===== src/rtl/seq_divider_ctrl_pkg.sv =====
// Shared types and constants for the sequential restoring divider.
// No logic: state encoding, default width and counter-width helper only.
// Optional divide-by-zero detection is selected by DIV_ZERO_DETECT_EN.
package seq_divider_pkg;

   localparam int DIV_DEFAULT_WIDTH = 8;

   typedef enum logic [1:0] {
      IDLE = 2'd0,
      CALC = 2'd1,
      DONE = 2'd2
   } div_state_t;

   // Width of a counter that must hold WIDTH-1; at least one bit.
   function automatic int div_cnt_width(input int width);
      return (width <= 2) ? 1 : $clog2(width);
   endfunction

endpackage


===== src/rtl/seq_divider_ctrl_if.sv =====
// Operand/result bundle between the operand source, the divider and the result consumer.
// Latency: none, wires only.
// Backpressure: none; start is only honoured while the divider is idle.
// div_err exists only when DIV_ZERO_DETECT_EN is defined.
interface seq_divider_ctrl_if
   import seq_divider_pkg::*;
#(
   parameter int WIDTH = DIV_DEFAULT_WIDTH
) ();

   logic             start;
   logic [WIDTH-1:0] dividend;
   logic [WIDTH-1:0] divisor;
   logic             busy;
   logic             done;
   logic [WIDTH-1:0] quotient;
   logic [WIDTH-1:0] remainder;
`ifdef DIV_ZERO_DETECT_EN
   logic             div_err;
`endif

   // Operand source / result consumer side
   modport master (
      output start, dividend, divisor,
      input  busy, done, quotient, remainder
`ifdef DIV_ZERO_DETECT_EN
      , input div_err
`endif
   );

   // Divider side
   modport slave (
      input  start, dividend, divisor,
      output busy, done, quotient, remainder
`ifdef DIV_ZERO_DETECT_EN
      , output div_err
`endif
   );

endinterface


===== src/rtl/seq_divider_ctrl_iter_counter.sv =====
// Loadable up/down iteration counter with a combinational zero flag.
// Latency: load/count takes effect on the next rising edge; zflag follows the count.
// Backpressure: none; counts only while ce is high, ld has priority over counting.
module div_iter_counter #(
   parameter int CNT_W = 3
) (
   input  logic             clk,
   input  logic             rst,
   input  logic             ce,
   input  logic             ld,
   input  logic             ud,
   input  logic [CNT_W-1:0] D,
   output logic             zflag
);

   logic [CNT_W-1:0] r_count;

   // Load, increment or decrement the count when enabled
   always_ff @(posedge clk or posedge rst) begin
      if (rst) begin
         r_count <= '0;
      end else if (ce) begin
         if (ld) begin
            r_count <= D;
         end else if (ud) begin
            r_count <= r_count + CNT_W'(1);
         end else begin
            r_count <= r_count - CNT_W'(1);
         end
      end
   end

   assign zflag = (r_count == '0);

endmodule


===== src/rtl/seq_divider_ctrl.sv =====
// Unsigned restoring sequential divider, one quotient bit per clock (DIV_ZERO_DETECT_EN adds div_err).
// Latency: done WIDTH+1 cycles after an accepted start (1 cycle for a zero divisor with detection on).
// Backpressure: start is accepted only in IDLE; starts while busy (incl. DONE) are dropped, not queued.
module seq_divider_ctrl
   import seq_divider_pkg::*;
#(
   parameter int WIDTH = DIV_DEFAULT_WIDTH
) (
   input  logic              clk,
   input  logic              rst,
   seq_divider_ctrl_if.slave bus
);

   localparam int               CNT_W    = div_cnt_width(WIDTH);
   localparam logic [CNT_W-1:0] CNT_LOAD = CNT_W'(WIDTH - 1);

   div_state_t       r_state;
   logic [WIDTH:0]   r_rem;      // partial remainder, one guard bit for the trial subtract
   logic [WIDTH-1:0] r_q;        // dividend shifting out, quotient shifting in
   logic [WIDTH-1:0] r_d;        // captured divisor
   logic             r_busy;
   logic             r_done;
   logic [WIDTH-1:0] r_quotient;
   logic [WIDTH-1:0] r_remainder;
`ifdef DIV_ZERO_DETECT_EN
   logic             r_div_err;
   logic             w_div_zero;
`endif

   logic             w_accept;
   logic             w_ld;
   logic             w_ce;
   logic             w_zflag;
   logic [2*WIDTH:0] w_rq_shift;
   logic [WIDTH:0]   w_r_shift;
   logic [WIDTH:0]   w_trial;
   logic [WIDTH:0]   w_r_next;
   logic [WIDTH-1:0] w_q_next;

   assign w_accept = (r_state == IDLE) && bus.start;
   assign w_ld     = w_accept;
   assign w_ce     = w_accept || (r_state == CALC);

`ifdef DIV_ZERO_DETECT_EN
   assign w_div_zero = (bus.divisor == '0);
`endif

   // One restoring step: shift {R,Q} left, trial-subtract D, keep the result if non-negative
   always_comb begin
      w_rq_shift = {r_rem, r_q} << 1;
      w_r_shift  = w_rq_shift[2*WIDTH:WIDTH];
      w_trial    = w_r_shift - {1'b0, r_d};
      w_r_next   = w_r_shift;
      w_q_next   = w_rq_shift[WIDTH-1:0];
      if (!w_trial[WIDTH]) begin
         w_r_next = w_trial;
         w_q_next = {w_rq_shift[WIDTH-1:1], 1'b1};
      end
   end

   // Iteration counter runs down from WIDTH-1; its zero flag marks the last CALC step
   div_iter_counter #(
      .CNT_W (CNT_W)
   ) u_iter_cnt (
      .clk   (clk),
      .rst   (rst),
      .ce    (w_ce),
      .ld    (w_ld),
      .ud    (1'b0),
      .D     (CNT_LOAD),
      .zflag (w_zflag)
   );

   // Control FSM with datapath registers and registered outputs
   always_ff @(posedge clk or posedge rst) begin
      if (rst) begin
         r_state     <= IDLE;
         r_rem       <= '0;
         r_q         <= '0;
         r_d         <= '0;
         r_busy      <= 1'b0;
         r_done      <= 1'b0;
         r_quotient  <= '0;
         r_remainder <= '0;
`ifdef DIV_ZERO_DETECT_EN
         r_div_err   <= 1'b0;
`endif
      end else begin
         case (r_state)
            IDLE: begin
               r_done <= 1'b0;
               if (bus.start) begin
                  r_q     <= bus.dividend;
                  r_d     <= bus.divisor;
                  r_rem   <= '0;
                  r_busy  <= 1'b1;
                  r_state <= CALC;
`ifdef DIV_ZERO_DETECT_EN
                  r_div_err <= 1'b0;
                  if (w_div_zero) begin
                     // Result is known up front: skip the iterations entirely
                     r_state     <= DONE;
                     r_done      <= 1'b1;
                     r_quotient  <= '1;
                     r_remainder <= bus.dividend;
                     r_div_err   <= 1'b1;
                  end
`endif
               end
            end
            CALC: begin
               r_rem <= w_r_next;
               r_q   <= w_q_next;
               if (w_zflag) begin
                  // Last step: publish the final step's results so they are valid with done
                  r_quotient  <= w_q_next;
                  r_remainder <= w_r_next[WIDTH-1:0];
                  r_done      <= 1'b1;
                  r_state     <= DONE;
               end
            end
            DONE: begin
               r_done  <= 1'b0;
               r_busy  <= 1'b0;
               r_state <= IDLE;
            end
            default: begin
               r_done  <= 1'b0;
               r_busy  <= 1'b0;
               r_state <= IDLE;
            end
         endcase
      end
   end

   assign bus.busy      = r_busy;
   assign bus.done      = r_done;
   assign bus.quotient  = r_quotient;
   assign bus.remainder = r_remainder;
`ifdef DIV_ZERO_DETECT_EN
   assign bus.div_err   = r_div_err;
`endif

endmodule


===== src/flat_wrapper.sv =====
// flat-port wrapper written by rule: the top's interface ports become plain ports
module seq_divider_ctrl_flat import seq_divider_pkg::*;
#(
   parameter int WIDTH = DIV_DEFAULT_WIDTH
)
  (clk, rst, bus_start, bus_dividend, bus_divisor, bus_busy, bus_done, bus_quotient, bus_remainder);
  seq_divider_ctrl_if #(.WIDTH(WIDTH)) bus_i ();
  input  logic clk;
  input  logic rst;
  input wire logic [$bits(bus_i.start)-1:0] bus_start;
  input wire logic [$bits(bus_i.dividend)-1:0] bus_dividend;
  input wire logic [$bits(bus_i.divisor)-1:0] bus_divisor;
  output wire logic [$bits(bus_i.busy)-1:0] bus_busy;
  output wire logic [$bits(bus_i.done)-1:0] bus_done;
  output wire logic [$bits(bus_i.quotient)-1:0] bus_quotient;
  output wire logic [$bits(bus_i.remainder)-1:0] bus_remainder;
  assign bus_i.start = bus_start;
  assign bus_i.dividend = bus_dividend;
  assign bus_i.divisor = bus_divisor;
  assign bus_busy = bus_i.busy;
  assign bus_done = bus_i.done;
  assign bus_quotient = bus_i.quotient;
  assign bus_remainder = bus_i.remainder;
  seq_divider_ctrl #(.WIDTH(WIDTH)) u_core (.clk(clk), .rst(rst), .bus(bus_i));
endmodule

===== config.mk =====
export PLATFORM = sky130hd
export DESIGN_NAME = seq_divider_ctrl_flat
export DESIGN_NICKNAME = d
export VERILOG_FILES = /design/src/rtl/seq_divider_ctrl_pkg.sv /design/src/rtl/seq_divider_ctrl_if.sv /design/src/rtl/seq_divider_ctrl_iter_counter.sv /design/src/rtl/seq_divider_ctrl.sv /design/src/flat_wrapper.sv
export SDC_FILE = /design/constraint.sdc
export NUM_CORES = 1
export LEC_CHECK = 0
export CORE_ASPECT_RATIO = 0.7
export CORE_MARGIN = 5
export CORE_UTILIZATION = 53
export CTS_CLUSTER_DIAMETER = 60
export DETAILED_ROUTE_END_ITERATION = 7
export MAX_ROUTING_LAYER = met4
export PLACE_DENSITY = 0.83
export SYNTH_ARGS = -nofsm -noshare
export SYNTH_HDL_FRONTEND = slang
export SYNTH_SLANG_ARGS = --single-unit

===== constraint.sdc =====
create_clock -name clk -period 3.32 [get_ports clk]
set_input_delay 0.332 -clock clk [delete_from_list [all_inputs] [get_ports clk]]
set_output_delay 0.332 -clock clk [all_outputs]
set_load 0.05 [all_outputs]

==> results of run 1 <==
[kinds of logic (layout without fill, tap and decap cells)]
group | Yosys count | count (layout) | share of synthesized area [%]
buffers and inverters | 27 | 64 | 4.67
AO/OA/AOI/OAI | 58 | 58 | 15.9
AND/OR/NAND/NOR | 96 | 96 | 18.1
XOR/XNOR | 4 | 4 | 1.50
adder cells (fa/ha/maj) | 11 | 11 | 6.23
multiplexers | 7 | 7 | 3.06
flip-flops | 47 | 47 | 50.5
[final cells by class]
type,instances,area (µm²)
Clock buffer,5,68.8
Timing Repair Buffer,41,398
Tap cell,55,68.8
Sequential cell,47,1180
Clock inverter,3,47.5
Fill cell,344,1440
Inverter,15,56.3
Multi-Input combinational cell,176,1050
[cells in the final DEF, fill, tap and decap left out, drive strengths merged, types with 3 or more instances in the layout]
master	Yosys	final
clkbuf	11	5
o22ai	3	3
nand2	56	56
o211ai	5	5
o21ai	25	25
a21oi	5	5
mux2i	6	6
inv	14	15
nor2b	4	4
clkdlybuf4s50	0	36
nand3	10	10
dfrtp	47	47
nand2b	3	3
a31oi	6	6
xor2	3	3
nor2	11	11
ha	10	10
buf	1	5
[how the worst max path moves through the flow]
stage | slack, ns | cells past startpoint | end
final | 0.57 | 9 | u_core.r_rem[0]$_DFFE_PP0P_
after detailed placement | 0.63 | 9 | u_core.bus.remainder[2]$_DFFE_PP0P_
after floorplan | 0.94 | 9 | u_core.r_rem[7]$_DFFE_PP0P_
after global placement | 0.77 | 9 | u_core.bus.remainder[0]$_DFFE_PP0P_
after global routing | 0.33 | 9 | u_core.r_rem[0]$_DFFE_PP0P_
after CTS | 0.60 | 9 | u_core.r_rem[0]$_DFFE_PP0P_
[worst max-delay path, delay by kind of cell, from the launching register on]
kind | cells | cell delay, ns
adder cells (fa/ha/maj) | 2 | 0.57
buffers and inverters | 2 | 0.12
AO/OA/AOI/OAI | 4 | 1.15
multiplexers | 1 | 0.43
flip-flops | 1 | 0.38
[registers in the layout (all words and copies together) (netlist names)]
signal	cells
u_core.bus.quotient	8
u_core.u_iter_cnt.r_count	3
u_core.bus.busy	1
u_core.r_rem	8
u_core.r_state	2
u_core.bus.done	1
u_core.r_d	8
u_core.r_q	8
u_core.bus.remainder	8
[per-layer routing]
metal	global-route usage [%]	share of wire, %	up-vias
met5	-	0	-
met4	6.32	1.7	0
met3	4.64	8.0	11
met2	29.2	45	65
met1	30.6	45	912
li1	-	-	929
[per-stage QoR]
stage / hold slack, ns / worst slack [ns] / cell area [µm²]
floorplan: 0.437 / 0.941 / 2330
global route: 0.513 / 0.334 / 2870
CTS: 0.491 / 0.603 / 2870
finish: 0.451 / 0.573 / 2870
detailed placement: 0.469 / 0.631 / 2750
global placement: 0.458 / 0.774 / 2750
==> flow_metrics.tcl, run 1 <==
set metrics [dict create \
    outcome "finished, final reports clean" \
    nets 316 \
    ys_dominant_reg_cell "dfrtp_1" \
    slew_headroom_pct 47.4 \
    grt_max_degree 34 \
    synth-seq-cells 47 \
    antenna_found_initial 0 \
    crit_chain "inv_1 -> ha_1 -> inv_1 -> fa_1 -> a211oi_2 -> o211a_1 -> a221o_1 -> mux2_2 -> o21ai_1" \
    place_congestion 0.883 \
    finalCriticalPeriod_ns 2.75 \
    die_area_um2 5850 \
    grt_util_all_layers_pct 21.0 \
    rr_endpoint "u_core.r_rem[0]$_DFFE_PP0P_" \
    final_util_pct 66.6 \
    drc 0 \
    yosys-top-cells-count "nand2_1, dfrtp_1, o21ai_0" \
    diodes 0 \
    syn-num-nets 280 \
    numCtsBuffers 5 \
    antenna_left 0 \
    cpMostUsedCell "inv_1" \
    fmax_mhz 364 \
    critPathRequiredTime_ns 3.54 \
    layout.cells.non_filler 342 \
    ys_types 44 \
    grt_pass1_vias 1828 \
    synth_edf_count 0 \
    synth_area_um2 2330 \
    cts_resized 0 \
    avgSynthCellArea_um2 9.32 \
    syn_inst 250 \
    setup-tns-final_ns 0 \
    start_util_pct 54.2 \
    root_buffer "clkbuf_8" \
    rows 20 \
    async_reset_ff_share_pct 100 \
    cp-end-kind "flop" \
    port_buffers 36 \
    drive_gt1_share_pct 6.27 \
    grt_pass1_wl_um 9070 \
    syn2layout_area_growth_pct 23.0 \
    clockBufferDepth 2 \
    ctsHoldBuffers 0 \
    dp_hpwl_um 3890 \
    pin_count 37 \
    core_area_um2 4300 \
    r2r_slack_ns 0.57 \
    wire_per_inst_um 15.5 \
    rsz0062_at_grt "false" \
    die_width_um 89.3 \
    ys_seq_area_share_pct 50.5 \
    wirelength_um 5310 \
    critPathSlowestCell "a221o_1" \
    first_pass_iters 4 \
    drt-initial-drc-count 144 \
    yosysMostFrequentCell "nand2_1" \
    synth_top_cell_area_share_pct 50.5 \
    grt.overflow.total 0 \
    synth_top_cell_by_area "dfrtp_1" \
    cts_setup_buffers 0 \
    worst_pin_slew_ns 0.786 \
    dp_cells 334 \
    hold_path_class "in2async" \
    worstReg2RegStart "u_core.r_q[7]$_DFFE_PP0P_" \
    via_per_inst 5.61 \
    finClkSkew_ns 0.00581 \
    ff2ff_path_depth 9 \
    cp_slowest_stage_delay_ns 0.48 \
    clk_pin_slew_ns 0.09 \
    crit_path_start "u_core.r_q[7]$_DFFE_PP0P_" \
    arrival_ns 2.97 \
    cts_tree "yes" \
    synth_area_leaders "dfrtp_1, nand2_1, ha_1, o21ai_0, mux2i_1" \
    hold_viol 0 \
    start_kind "flop" \
    clkSinkCount 47 \
    htreeDepth 2 \
    maxSlewViolCount 0 \
    cap_viol_max_count 0 \
    period_share_pct 82.7 \
    worstSetupPathType "reg2reg" \
    worstPathMaxFanout 13 \
    ys_warn_count 0 \
    dr_total_vias 1917 \
    finalSetupViolations 0 \
    die_h_um 65.5 \
    clk_latency_ns 0.31 \
]
Power of run 1 is left out: the tool's default activity adds up to more than one toggle a clock period on the data nets, which glitch-free logic cannot reach.
==> run 2, diff against run 1 <==
Clock period 3.32 ns to 2.6 ns, I/O delays scaled along.
==> run 2 against run 1 <==
Against the previous run: flip-flop and latch count unchanged; utilization up 1.6 points; critical path depth up 1; final area up 2.4%; critical endpoint is now u_core.bus.remainder[7]$_DFFE_PP0P_; largest cell class unchanged.
==> flow_metrics.tcl, run 2 (synthesized netlist as in run 1, its figures left out) <==
set metrics [dict create \
    grt_util_all_layers_pct 19.3 \
    syn2layout_area_growth_pct 26.0 \
    final_cell_mix "nand2_1, dfrtp_1, clkdlybuf4s50_1, o21ai_0, inv_1" \
    place_area_um2 2770 \
    pin_count 37 \
    arrival_ns 2.83 \
    place_congestion 0.842 \
    cts_tree "yes" \
    dr_total_vias 1950 \
    drt-initial-drc-count 138 \
    clk_pin_slew_ns 0.09 \
    rows 20 \
    drc 0 \
    drive_gt1_share_pct 8.90 \
    hold_path_class "in2async" \
    first_pass_iters 4 \
    start_kind "flop" \
    finClkSkew_ns 0.00809 \
    port_buffers 36 \
    die_area_um2 5850 \
    fmax_mhz 386 \
    antenna_found_initial 0 \
    finalCriticalPeriod_ns 2.59 \
    root_buffer "clkbuf_8" \
    maxSlewViolCount 0 \
    clockBufferDepth 2 \
    htreeDepth 2 \
    cap_viol_max_count 0 \
    period_share_pct 99.7 \
    wirelength_um 5400 \
    regArea_um2 1180 \
    diodes 0 \
    clk_latency_ns 0.30 \
    worstPathMaxFanout 10 \
    multiInputGateArea_um2 1070 \
    wire_per_inst_um 15.5 \
    worstSetupPathType "reg2reg" \
    fin_area_um2 2940 \
    numCtsBuffers 5 \
    core_area_um2 4300 \
    fillers 340 \
    worst_pin_slew_ns 0.610 \
    start_util_pct 54.2 \
    cp-end-kind "flop" \
    finalSetupViolations 0 \
    hold_viol 0 \
    die_h_um 65.5 \
    nets 321 \
    antenna_left 0 \
    slew_headroom_pct 58.9 \
    clkSinkCount 47 \
    grt.overflow.total 0 \
    grt_pass1_vias 1829 \
    via_per_inst 5.62 \
    grt_pass1_wl_um 8620 \
    ctsHoldBuffers 0 \
    dp_hpwl_um 3780 \
    grt_max_degree 27 \
    mostFrequentLayoutCell "nand2_1" \
    outcome "finished, final reports clean" \
    critPathRequiredTime_ns 2.84 \
    die_width_um 89.3 \
]
-- run 2: changes by cell type in the layout (fill, tap and decap cells not counted), sizes merged --
cell | previous run | this run
clkbuf | 5 | 6
inv | 15 | 14
buf | 5 | 10
-- run 2: final timing paths --
path                                               startpoint                                   to  slack [ns]  cells after the start
setup / recovery                    u_core.r_q[7]$_DFFE_PP0P_  u_core.bus.remainder[7]$_DFFE_PP0P_       0.009                     10
hold / removal                                            rst   u_core.bus.quotient[6]$_DFFE_PP0P_        0.31                      3
setup reg to reg                    u_core.r_q[7]$_DFFE_PP0P_  u_core.bus.remainder[7]$_DFFE_PP0P_       0.009                     10
hold reg to reg            u_core.bus.quotient[4]$_DFFE_PP0P_   u_core.bus.quotient[4]$_DFFE_PP0P_        0.48                      2
max in group asynchronous                                 rst  u_core.bus.remainder[4]$_DFFE_PP0P_        2.02                      3
min in group clk           u_core.bus.quotient[4]$_DFFE_PP0P_   u_core.bus.quotient[4]$_DFFE_PP0P_        0.48                      2
-- run 2: critical path, cell delays in order (launching register included) --
cell	delay [ns]
dfrtp_1	0.39
inv_1	0.07
ha_1	0.17
inv_1	0.06
fa_2	0.37
a211oi_4	0.26
o211ai_1	0.13
a221o_1	0.42
buf_6	0.18
nor4_1	0.31
nand2b_1	0.16
-- run 2: final cells by class --
class	count	area share, %
multi-input cells	176	36.6
repair buffers	46	15.0
clock inverters	2	1.32
clock buffers	6	2.81
well taps	55	2.34
flip-flops and latches	47	40.1
inverters	15	1.92
-- run 2: per-stage QoR --
stage / std cells / utilization, % / worst slack, ns / TNS, ns / hold WS (ns)
2_1_floorplan: 250 / - / 0.221 / 0 / 0.365
3_3_place_gp: 337 / 64.4 / 0.174 / 0 / 0.457
3_5_place_dp: 337 / 64.4 / 0.0221 / 0 / 0.463
4_1_cts: 345 / 67.2 / 0.00692 / 0 / 0.324
5_1_grt: 347 / 68.2 / -0.0860 / -0.178 / 0.339
6_report: 347 / 68.2 / 0.00883 / 0 / 0.308
-- run 2: layer usage --
| metal | GRT usage [%] | vias up | part of all wire (%) |
|---|---|---|---|
| met2 | 28.2 | 56 | 46 |
| met4 | 3.53 | 0 | 0.35 |
| li1 | - | 942 | - |
| met1 | 28.3 | 948 | 48 |
| met5 | - | - | 0 |
| met3 | 3.76 | 4 | 5.9 |
-- run 2: what timing repair did --
item | in CTS | in global routing
hold endpoints to repair | 0 | 0
buffers inserted | 0 | 2
setup endpoints to repair | 0 | 14
gates resized for setup | 0 | 7
Power of run 2 is left out for the same reason.
